### src/rtl/vx_table_pkg.sv
// Shared encodings for the lookup-table initiator: table actions, request ops, FSM states.
package vx_table_pkg;

  localparam logic [2:0] ACT_PRESENT = 3'b000;
  localparam logic [2:0] ACT_ADD     = 3'b001;
  localparam logic [2:0] ACT_UPDATE  = 3'b010;
  localparam logic [2:0] ACT_REMOVE  = 3'b011;
  localparam logic [2:0] ACT_GET     = 3'b100;

  typedef enum logic [1:0] {
    OP_LOOKUP = 2'b00,
    OP_UPSERT = 2'b01,
    OP_DELETE = 2'b10,
    OP_RSVD   = 2'b11
  } req_op_e;

  // The strobe engine owns SETUP/STROBE/WAIT; the controller owns IDLE/RESP.
  typedef enum logic [1:0] {
    SB_IDLE   = 2'b00,
    SB_SETUP  = 2'b01,
    SB_STROBE = 2'b10,
    SB_WAIT   = 2'b11
  } strb_state_e;

  typedef enum logic [1:0] {
    CTL_IDLE = 2'b00,
    CTL_BUSY = 2'b01,
    CTL_RESP = 2'b10
  } ctl_state_e;

  typedef enum logic {
    PH_PROBE = 1'b0,
    PH_ACT   = 1'b1
  } phase_e;

endpackage

### src/rtl/vx_table_strobe.sv
// One table action: SETUP (valid), STROBE (ready pulse), WAIT until done; 3 cycles minimum.
// start_i in WAIT on the done cycle chains straight into SETUP; VX_TABLE_INIT_TIMEOUT_EN bounds WAIT.
module vx_table_strobe
  import vx_table_pkg::*;
#(
  parameter int TIMEOUT_CYCLES = 16
) (
  input  logic clk,
  input  logic reset,
  input  logic start_i,
  input  logic tbl_done_i,
  output logic tbl_valid_o,
  output logic tbl_ready_o,
  output logic done_o,
  output logic timeout_o
);

  strb_state_e state_q, state_d;

  always_ff @(posedge clk) begin
    if (!reset) state_q <= SB_IDLE;
    else        state_q <= state_d;
  end

  always_comb begin
    state_d = state_q;
    case (state_q)
      SB_IDLE:   if (start_i) state_d = SB_SETUP;
      SB_SETUP:  state_d = SB_STROBE;
      SB_STROBE: state_d = SB_WAIT;
      SB_WAIT:   if (done_o || timeout_o) state_d = start_i ? SB_SETUP : SB_IDLE;
      default:   state_d = SB_IDLE;
    endcase
  end

  always_comb begin
    tbl_valid_o = (state_q != SB_IDLE);
    tbl_ready_o = (state_q == SB_STROBE);
    done_o      = (state_q == SB_WAIT) && tbl_done_i;
  end

`ifdef VX_TABLE_INIT_TIMEOUT_EN
  localparam int CW = $clog2(TIMEOUT_CYCLES + 1);
  logic [CW-1:0] cnt_q, cnt_d;

  always_ff @(posedge clk) begin
    if (!reset) cnt_q <= '0;
    else        cnt_q <= cnt_d;
  end

  // cnt_q holds the number of WAIT cycles already spent without done.
  always_comb begin
    cnt_d = cnt_q;
    if (state_q == SB_STROBE)                    cnt_d = '0;
    else if (state_q == SB_WAIT && !tbl_done_i)  cnt_d = cnt_q + 1'b1;
  end

  assign timeout_o = (state_q == SB_WAIT) && !tbl_done_i &&
                     (cnt_q == CW'(TIMEOUT_CYCLES - 1));
`else
  logic unused_tmo;
  assign unused_tmo = (TIMEOUT_CYCLES > 0);
  assign timeout_o  = 1'b0;
`endif

endmodule

### src/rtl/vx_table_initiator.sv
// Expands LOOKUP/UPSERT/DELETE into probe + optional table action; response 4 or 7 cycles after accept.
// One request in flight, req_ready only in IDLE, response held until rsp_ready; VX_TABLE_INIT_TIMEOUT_EN adds WAIT abort.
module vx_table_initiator #(
  parameter int ADDRW          = 4,
  parameter int DATAW          = 4,
  parameter int TIMEOUT_CYCLES = 16
) (
  input  logic             clk,
  input  logic             reset,
  input  logic             req_valid,
  output logic             req_ready,
  input  logic [1:0]       req_op,
  input  logic [ADDRW-1:0] req_addr,
  input  logic [DATAW-1:0] req_data,
  output logic             rsp_valid,
  input  logic             rsp_ready,
  output logic             rsp_hit,
  output logic             rsp_err,
  output logic [DATAW-1:0] rsp_data,
  output logic             tbl_valid,
  output logic             tbl_ready,
  output logic [2:0]       tbl_action,
  output logic [ADDRW-1:0] tbl_addr,
  output logic [DATAW-1:0] tbl_data,
  input  logic             tbl_action_out,
  input  logic [DATAW-1:0] tbl_data_out,
  input  logic             tbl_full,
  input  logic             tbl_done
);
  import vx_table_pkg::*;

  typedef struct packed {
    req_op_e          op;
    logic [ADDRW-1:0] addr;
    logic [DATAW-1:0] data;
  } req_t;

  ctl_state_e       state_q, state_d;
  req_t             req_q, req_d;
  phase_e           phase_q, phase_d;
  logic [2:0]       act_q, act_d;
  logic             hit_q, hit_d;
  logic             err_q, err_d;
  logic [DATAW-1:0] rdat_q, rdat_d;
  logic             start;
  logic             sb_done;
  logic             sb_timeout;
  logic             sb_valid;
  logic             sb_ready;

  vx_table_strobe #(
    .TIMEOUT_CYCLES(TIMEOUT_CYCLES)
  ) u_strobe (
    .clk        (clk),
    .reset      (reset),
    .start_i    (start),
    .tbl_done_i (tbl_done),
    .tbl_valid_o(sb_valid),
    .tbl_ready_o(sb_ready),
    .done_o     (sb_done),
    .timeout_o  (sb_timeout)
  );

  always_ff @(posedge clk) begin
    if (!reset) begin
      state_q <= CTL_IDLE;
      req_q   <= '0;
      phase_q <= PH_PROBE;
      act_q   <= ACT_PRESENT;
      hit_q   <= 1'b0;
      err_q   <= 1'b0;
      rdat_q  <= '0;
    end else begin
      state_q <= state_d;
      req_q   <= req_d;
      phase_q <= phase_d;
      act_q   <= act_d;
      hit_q   <= hit_d;
      err_q   <= err_d;
      rdat_q  <= rdat_d;
    end
  end

  always_comb begin
    state_d = state_q;
    req_d   = req_q;
    phase_d = phase_q;
    act_d   = act_q;
    hit_d   = hit_q;
    err_d   = err_q;
    rdat_d  = rdat_q;
    start   = 1'b0;
    case (state_q)
      CTL_IDLE: begin
        if (req_valid) begin
          req_d   = '{op: req_op_e'(req_op), addr: req_addr, data: req_data};
          phase_d = PH_PROBE;
          act_d   = ACT_PRESENT;
          hit_d   = 1'b0;
          err_d   = 1'b0;
          rdat_d  = '0;
          if (req_op_e'(req_op) == OP_RSVD) begin
            err_d   = 1'b1;
            state_d = CTL_RESP;
          end else begin
            start   = 1'b1;
            state_d = CTL_BUSY;
          end
        end
      end
      CTL_BUSY: begin
        if (sb_timeout) begin
          err_d   = 1'b1;
          state_d = CTL_RESP;
        end else if (sb_done && phase_q == PH_PROBE) begin
          hit_d   = tbl_action_out;
          state_d = CTL_RESP;
          case (req_q.op)
            OP_LOOKUP: if (tbl_action_out) act_d = ACT_GET;
            OP_UPSERT: begin
              if (tbl_action_out) act_d = ACT_UPDATE;
              else if (!tbl_full) act_d = ACT_ADD;
              else                err_d = 1'b1;
            end
            OP_DELETE: if (tbl_action_out) act_d = ACT_REMOVE;
            default:   act_d = ACT_PRESENT;
          endcase
          // Any non-probe action chosen above means a second pass through the strobe engine.
          if (act_d != ACT_PRESENT) begin
            phase_d = PH_ACT;
            start   = 1'b1;
            state_d = CTL_BUSY;
          end
        end else if (sb_done) begin
          if (act_q == ACT_GET) rdat_d = tbl_data_out;
          state_d = CTL_RESP;
        end
      end
      CTL_RESP: if (rsp_ready) state_d = CTL_IDLE;
      default:  state_d = CTL_IDLE;
    endcase
  end

  always_comb begin
    req_ready  = (state_q == CTL_IDLE);
    rsp_valid  = (state_q == CTL_RESP);
    rsp_hit    = hit_q;
    rsp_err    = err_q;
    rsp_data   = rdat_q;
    tbl_valid  = sb_valid;
    tbl_ready  = sb_ready;
    tbl_action = act_q;
    tbl_addr   = req_q.addr;
    tbl_data   = req_q.data;
  end

endmodule

### config.mk
export PLATFORM = sky130hd
export DESIGN_NAME = vx_table_initiator
export DESIGN_NICKNAME = d
export VERILOG_FILES = /design/src/rtl/vx_table_pkg.sv /design/src/rtl/vx_table_strobe.sv /design/src/rtl/vx_table_initiator.sv
export SDC_FILE = /design/constraint.sdc
export NUM_CORES = 1
export LEC_CHECK = 0
export ABC_CLOCK_PERIOD_IN_PS = 1950
export BUFFER_PORTS_ARGS = -buffer_cell sky130_fd_sc_hd__clkbuf_2
export CAP_MARGIN = 20
export CORE_MARGIN = 2
export CORE_UTILIZATION = 50
export CTS_CLUSTER_DIAMETER = 30
export DETAILED_ROUTE_END_ITERATION = 10
export GPL_TIMING_DRIVEN = 0
export PLACE_DENSITY = 0.83
export SYNTH_ARGS = -nofsm -noshare
export SYNTH_HDL_FRONTEND = slang
export SYNTH_SLANG_ARGS = --single-unit
### constraint.sdc
create_clock -name clk -period 1.95 [get_ports clk]
set_clock_uncertainty 0.15 [all_clocks]
set_input_delay 0.0975 -clock clk [delete_from_list [all_inputs] [get_ports clk]]
set_output_delay 0.0975 -clock clk [all_outputs]
set_load 0.02 [all_outputs]
# == Yosys cells after proc, flatten, opt, wreduce, memory -nomap -nowiden ==
# Index checks and enable logic that the tools add are counted.
# totals
romBits,0
mem_count,0
latch_bits,0
ramBits,0
elab_cells,92
regBits,24
# op_classes
bitwise_logic,1
mul,0
n_eq_ne,22
n_reduce_logical,15
n_addsub,0
n_div,0
magnitude_cmp,0
n_shift,0
mux,44
# op_table
cell,count
$mux 3,8
$ne 2x2->1 const B,9
$mux 2,8
$mux 4,4
$mux 1,15
$eq 2x2->1 const B,5
$pmux 3 s3,1
$pmux 1 s2,4
$pmux 2 s4,1
$pmux 4 s2,1
$eq 2x1->1 const B,3
$logic_not 2->1,3
$ne 2x1->1 const B,3
$pmux 2 s3,1
$pmux 3 s2,1
$reduce_and 3->1,2
$reduce_and 6->1,1
$reduce_and 5->1,1
$reduce_and 2->1,2
$reduce_and 4->1,1
$reduce_bool 2->1,2
$eq 3x3->1 const B,1
$ne 3x3->1 const B,1
$reduce_bool 3->1,1
2 further kinds,3

# == Longest topological paths before layout ==
# Gate-level depths: netlist of run 1.
# depth
word_depth,12
mapped_depth,7

# == Modules after synthesis ==
# Synthesis of run 1 repeated with hierarchy kept, for this count alone.
# hier_totals
cells_unflattened,165
hier_area_um2,1378.8
# by_module_without_submodules
module,instances,cells_per_inst,area_per_inst_um2
vx_table_initiator,1,144,1187.4
vx_table_strobe,1,21,191.4

# == Least setup slack after synthesis of run 1 ==
# OpenSTA, ideal clock, no wires.
# synth_timing
kind,flip-flop to flip-flop
from,register state_q[0]
to,register u_strobe.state_q[1]
period_less_slack_ns,1.724
t_arrival_ns,1.503
path_stages_with_launch,7
slack_ns,0.226
n_path_buf,1
required_ns,1.728
cell_sequence,dfxtp_1 buf_4 nor2_1 and2_1 nand2_1 a32oi_2 mux2i_1
# synth_between
elab_chain_cells,4
# synth_rtl
element,line_no,rtl
from (decl),vx_table_initiator.sv:38,"ctl_state_e state_q, state_d;"
from (signal assigned),vx_table_initiator.sv:74,state_q <= state_d;
$logic_not 2->1,n/a,
net req_ready,vx_table_initiator.sv:11,"output logic req_ready,"
$pmux 1 s2,vx_table_initiator.sv:93,case (state_q)
$ne 2x1->1 (no source line),n/a,
$reduce_and 2->1 (no source line),n/a,
to (signal assigned),vx_table_strobe.sv:22,else state_q <= state_d;
to (decl),vx_table_strobe.sv:18,"strb_state_e state_q, state_d;"
# The timed path passes the listed nets, and every way through them passes these cells.
# A chain may end at the register's enable or synchronous reset.

# == Worst setup path after layout of run 1 ==
# layout_timing
from,register u_strobe.state_q[1]
to,register u_strobe.state_q[1]
# layout_between
elab_chain_cells,7
# layout_rtl
element,line_no,rtl
$eq 2x2->1,"vx_table_strobe.sv:27, vx_table_strobe.sv:39",
$logic_and 1x1->1,vx_table_strobe.sv:39,done_o = (state_q == SB_WAIT) && tbl_done_i;
$logic_and 1x1->1,vx_table_initiator.sv:115,end else if (sb_done && phase_q == PH_PROBE) begin
$mux 1,vx_table_initiator.sv:115,
$pmux 1 s2,vx_table_initiator.sv:93,
$ne 2x1->1 (no source line),n/a,
$reduce_and 2->1 (no source line),n/a,
# Several ways; a longest one is shown, not always the timed one.

==> results of run 1 <==
stage by stage:
stage	utilization, %	cells	hold slack [ns]	instance area, um2	power, mW
floorplan	-	152	0.09237	1313	0.8268
global placement	62.78	223	0.1827	1555	0.9135
detailed placement	62.78	223	0.1976	1555	0.9360
CTS	71.77	244	0.03918	1778	1.319
global route	72.37	246	0.04359	1793	1.401
finish	72.37	246	0.03300	1793	1.329
worst reg2reg max path: stages, from the launching register on:
cell,delay [ns]
dfxtp_1,0.42
ha_1,0.31
and4b_4,0.30
o21ai_2,0.09
a32oi_2,0.27
mux2i_1,0.21
cell families (layout without fill, tap and decap cells):
kind of cell / after synthesis / after routing / share of synthesized area, %
and+or+nand+nor: 61 / 61 / 23.83
AOI/OAI and AO/OA: 40 / 40 / 24.21
DFF: 24 / 24 / 36.61
buffers and inverters: 20 / 84 / 9.342
muxes: 4 / 4 / 3.146
adders and majority gates: 3 / 3 / 2.860
power breakdown:
part           total, mW  switching [mW]  internal [mW]  leakage, nW
combinational      0.406           0.219          0.187        0.583
sequential         0.556          0.0281          0.528        0.196
clock              0.367           0.159          0.208       0.0279
layer usage:
layer / vias to the layer above / share of wire, % / wire length [um]
li1: 646 / - / -
met1: 616 / 43 / 1374
met2: 56 / 50 / 1614
met3: 7 / 6.1 / 196
met4: 0 / 1.5 / 47
met5: - / 0 / 0
synthesized netlist by cell type, drive strengths merged, types with 4 or more instances:
master	number
dfxtp	24
nor2	5
a21boi	18
o21ai	6
nand2	34
nand3b	4
buf	13
nand2b	4
inv	4
nor2b	5
flip-flops by register name (all words and copies together), names as in the netlist:
name / count
tbl_action: 3
phase_q: 1
tbl_addr: 4
rsp_hit: 1
tbl_data: 4
rsp_err: 1
rsp_data: 4
state_q: 2
u_strobe.state_q: 2
req_q: 2
timing repair:
action / CTS / global route
hold buffers: 17 / 0
buffers inserted: 0 / 2
endpoints found under the setup margin: 0 / 1
endpoints found under the hold margin: 18 / 0
layout make-up:
cell class / instances / area, um2
timing repair buffer: 60 / 390.4
multi-input combinational: 108 / 709.4
clock inverter: 1 / 30.03
clock buffer: 3 / 22.52
buffer: 16 / 107.6
sequential: 24 / 480.5
tap: 30 / 37.54
fill: 189 / 684.4
inverter: 4 / 15.01
worst paths after layout:
kind,to,slack [ns],depth (start not counted),startpoint
setup / recovery,u_strobe.state_q[1]$_SDFFE_PN0P_,0.14,5,u_strobe.state_q[1]$_SDFFE_PN0P_
hold / removal,tbl_action[0]$_SDFFE_PN0P_,0.03,4,tbl_action_out
setup reg to reg,u_strobe.state_q[1]$_SDFFE_PN0P_,0.14,5,u_strobe.state_q[1]$_SDFFE_PN0P_
hold reg to reg,rsp_data[2]$_SDFFE_PN0P_,0.31,2,rsp_data[2]$_SDFFE_PN0P_
==> out/qor.yml, run 1 <==
grt_start_max_net_pins: 15
place_ws_ns: 0.1802
busiest_layer: "met2"
final_cell_mix: "41 x clkbuf_2, 34 x nand2_1, 24 x dfxtp_1, 17 x dlygate4sd3_1"
hold_path_class: "in2reg"
finalWirelength_mm: 3.232
period_share_pct: 92.91
insertion_delay_ns: 0.32
outcome: "finished, final reports clean"
cp_max_fo: 6
numCtsBuffers: 3
first_pass_iters: 4
final_common_cell: "clkbuf_2"
grt_util_all_layers_pct: 21.17
peakVddDrop_v: 0.0007679
htreeDepth: 1
syn_inst: 152
drtIter0Drc: 48
drc: 0
p_leak_nw: 0.8066
ant_nets: 0
powerDensity_nw_per_um2: 741.0
critical-path-top-delay-family: "flip-flops"
crit_slowest_cell: "dfxtp_1"
arrival_ns: 1.92
dieArea_um2: 3051
critPathKind: "reg2reg"
worst_pin_slew_ns: 0.4415
synth-edff-count: 0
grt_pass1_wl_mm: 5.313
place.gp.congestion: 0.8251
port_buffers: 41
met1_usage_pct: 25.48
syn-num-nets: 176
cts_tree: "built"
synth_ff_type: "dfxtp_1"
die_width_um: 55.24
pin_count: 42
synth_seq_area_share_pct: 36.61
path_clk_slew_ns: 0.14
dp_hpwl_mm: 2.242
cap_violations: 0
fmax_ghz: 0.5519
clock-sinks: 24
fp.dieH_um: 55.24
crit_chain: "ha_1, and4b_4, o21ai_2, a32oi_2, mux2i_1"
synth.largest_area_cell: "dfxtp_1"
cpPeakStageDelay_ns: 0.42
core_um2: 2477
clockBufferDepth: 2
grtUsageMet3_pct: 2.342
post_cts_resized: 0
setup_tns_ns: 0
ys_ff_latch: 24
min_period_ns: 1.812
grt_pass1_vias: 1246
fin_ws_ns: 0.1382
routed-via-count: 1325
slew_viol_final: 0
required_ns: 2.05
area_growth_pct: 36.61
cts_root_buffer: "clkbuf_4"
initial_core_util_pct: 52.98
finalHoldViolations: 0
rsz0062_at_grt: "no"
yosys_warnings: 0
fin_nets: 241
async_flop_share_pct: 0
via_per_inst: 5.386
start_kind: "flip-flop"
path_buf_inv: 0
wl_per_cell_um: 13.14
antenna_cells: 0
yosys-top-cells-area: "dfxtp_1 37%, nand2_1 9.7%, a21boi_0 6.9%, buf_4 5.7%, a21boi_1 3.4%"
crit_path_end_kind: "flip-flop"
postSynthAreaPerCell_um2: 8.635
slew_headroom_pct: 70.57
finalSetupViolCount: 0
fp-row-count: 18
yosysTopAreaCellShare_pct: 36.61
synth_cell_types: 40
grt_overflow: 0
antenna_found_initial: 0
layout-drive-gt1-share_pct: 31.94
grt_use_met2_pct: 39.12
syn_area_um2: 1313
(Power assumes the default switching activity.)
==> run 2, diff against run 1 <==
ABC_AREA = 1   (was default)
CORE_UTILIZATION = 49   (was 50)
PLACE_DENSITY = 0.82   (was 0.83)
==> run 2 against run 1 <==
Power increased by 11%. Largest cell class unchanged. Combinational power grew 27%. First-iteration DRC count down 71%. Critical endpoint is now rsp_err$_SDFFE_PN0P_. Highest routed layer unchanged. Cell count up 8.1%. Synthesized cell count up 15%. Sequential power grew 6.7%. Sequential share of layout area increased by 2.0 points. Fmax up 9.2%. Largest power group unchanged. Utilization fell by 3.1 points. Setup slack improved by 0.15 ns.
==> out/qor.yml, run 2 <==
yosys_warnings: 0
antenna_found_initial: 0
synth_common_cells: "34 x nor2_1, 29 x nand2_1, 24 x dfxtp_1"
period_share_pct: 85.05
drtIter0Drc: 14
post_cts_resized: 0
min_period_ns: 1.659
powerDensity_nw_per_um2: 883.2
yosys-top-cells-area: "dfxtp_1 40%, nor2_1 11%, nand2_1 9.0%, o21ai_0 6.6%, a21oi_1 5.4%"
p_leak_nw: 0.8529
place_ws_ns: 0.3229
insertion_delay_ns: 0.32
post_dp_cell_area_um2: 1456
final_cell_area_um2: 1669
outcome: "finished, final reports clean"
cap_violations: 0
first_pass_iters: 4
timing.rr.end: "rsp_err$_SDFFE_PN0P_"
fin_nets: 261
clockBufferDepth: 2
syn-num-nets: 199
rr_worst_depth: 11
cts_root_buffer: "clkbuf_4"
pin_count: 42
synth.largest_area_cell: "dfxtp_1"
ys_ff_latch: 24
peakVddDrop_v: 0.0006015
synth_cell_types: 22
antenna_cells: 0
min_to: "tbl_action[1]$_SDFFE_PN0P_"
finalSetupViolCount: 0
cts_tree: "built"
wl_per_cell_um: 11.19
dp_hpwl_mm: 1.987
yosysMostFrequentCell: "nor2_1"
arrival_ns: 1.78
dp.cells: 246
fin_ws_ns: 0.2914
fp-row-count: 18
fmax_ghz: 0.6029
finalPower_mw: 1.474
ant_nets: 0
hold_start: "tbl_action_out"
syn_area_um2: 1214
grt_pass1_wl_mm: 4.795
synth_seq_area_share_pct: 39.59
slew_headroom_pct: 66.66
nFillCells: 203
async_flop_share_pct: 0
synth-edff-count: 0
final_util_pct: 69.26
drc: 0
routed-via-count: 1255
path_clk_slew_ns: 0.14
finalHoldViolations: 0
reg2reg_from: "u_strobe.state_q[1]$_SDFFE_PN0P_"
die_width_um: 53.77
finalWirelength_mm: 2.976
worst_pin_slew_ns: 0.5001
syn_inst: 175
final_cell_mix: "42 x clkbuf_2, 34 x nor2_1, 29 x nand2_1, 24 x dfxtp_1"
grt_util_all_layers_pct: 22.73
postSynthAreaPerCell_um2: 6.935
hold_ws_ns: 0.0007177
grt_overflow: 0
clock-sinks: 24
port_buffers: 41
cp_max_fo: 5
yosysTopAreaCellShare_pct: 39.59
fin_cells: 266
required_ns: 2.07
grt_pass1_vias: 1140
start_kind: "flip-flop"
rsz0062_at_grt: "no"
grt_start_max_net_pins: 15
place.gp.congestion: 0.8259
core_um2: 2410
slew_viol_final: 0
r2r_setup_slack_ns: 0.29
dieArea_um2: 2891
synth_ff_type: "dfxtp_1"
via_per_inst: 4.718
numCtsBuffers: 3
fp.dieH_um: 53.77
layout-drive-gt1-share_pct: 30.51
crit_path_end_kind: "flip-flop"
holdPathStages: 4
hold_path_class: "in2reg"
critPathKind: "reg2reg"
final_common_cell: "clkbuf_2"
setup_tns_ns: 0
area_growth_pct: 37.53
initial_core_util_pct: 50.36
htreeDepth: 1
run 2: cell count changes after synthesis, moves of 5 or more:
cell and delta:
nor2_1 +29, a21boi_0 -12, inv_1 +11, o21ai_0 +11
a21oi_1 +10, nand3_1 +8, a21boi_1 -6, inv_2 +6
nand2_1 -5
run 2: worst max-delay path by stage:
stage / cells after the start / start / to
floorplan: 11 / u_strobe.state_q[0]$_SDFFE_PN0P_ / rsp_err$_SDFFE_PN0P_
global placement: 11 / u_strobe.state_q[1]$_SDFFE_PN0P_ / rsp_err$_SDFFE_PN0P_
detailed placement: 11 / u_strobe.state_q[1]$_SDFFE_PN0P_ / rsp_err$_SDFFE_PN0P_
CTS: 11 / u_strobe.state_q[1]$_SDFFE_PN0P_ / rsp_err$_SDFFE_PN0P_
global route: 11 / u_strobe.state_q[1]$_SDFFE_PN0P_ / u_strobe.state_q[0]$_SDFFE_PN0P_
finish: 11 / u_strobe.state_q[1]$_SDFFE_PN0P_ / rsp_err$_SDFFE_PN0P_
run 2: cells by family after synthesis:
family                     synth area share [%]
DFF                                       39.59
AOI/OAI and AO/OA                         15.26
and+or+nand+nor                           29.17
adders and majority gates                 3.093
buffers and inverters                     12.89
run 2: worst max-delay path, cell delays in order, from the launching register on:
cell and delay (ns):
dfxtp_1 0.40, ha_1 0.21, nand2_1 0.08, nor2_1 0.13, nand2_1 0.08, inv_2 0.11, nor2_2 0.07, inv_2 0.06
o21ai_2 0.06, a21oi_2 0.11, o21ai_1 0.07, a21oi_2 0.09
run 2: what timing repair did:
item,in CTS,in global routing
hold endpoints to repair,17,0
buffers inserted,0,0
hold buffers,16,0
run 2: cell type report:
cell class / count / area (um2) / share of cell area (%)
Clock buffer: 3 / 22.52 / 1.349
Multi-Input combinational cell: 118 / 576.8 / 34.56
Inverter: 21 / 78.83 / 4.723
Sequential cell: 24 / 480.5 / 28.79
Timing Repair Buffer: 57 / 365.4 / 21.89
Tap cell: 30 / 37.54 / 2.249
Buffer: 12 / 77.57 / 4.648
Clock inverter: 1 / 30.03 / 1.799
run 2: report_power, final:
| part | switching [mW] | leakage [nW] | internal (mW) |
|---|---|---|---|
| clock network | 0.156 | 0.0279 | 0.208 |
| registers | 0.0432 | 0.197 | 0.550 |
| logic | 0.309 | 0.628 | 0.208 |
| total | 0.509 | 0.853 | 0.966 |
run 2: layer usage:
layer | global-route usage (%) | share of wire [%]
met1 | 27.30 | 42
met5 | 0 | 0
met4 | 10.26 | 2.9
met3 | 3.056 | 3.5
met2 | 39.84 | 52
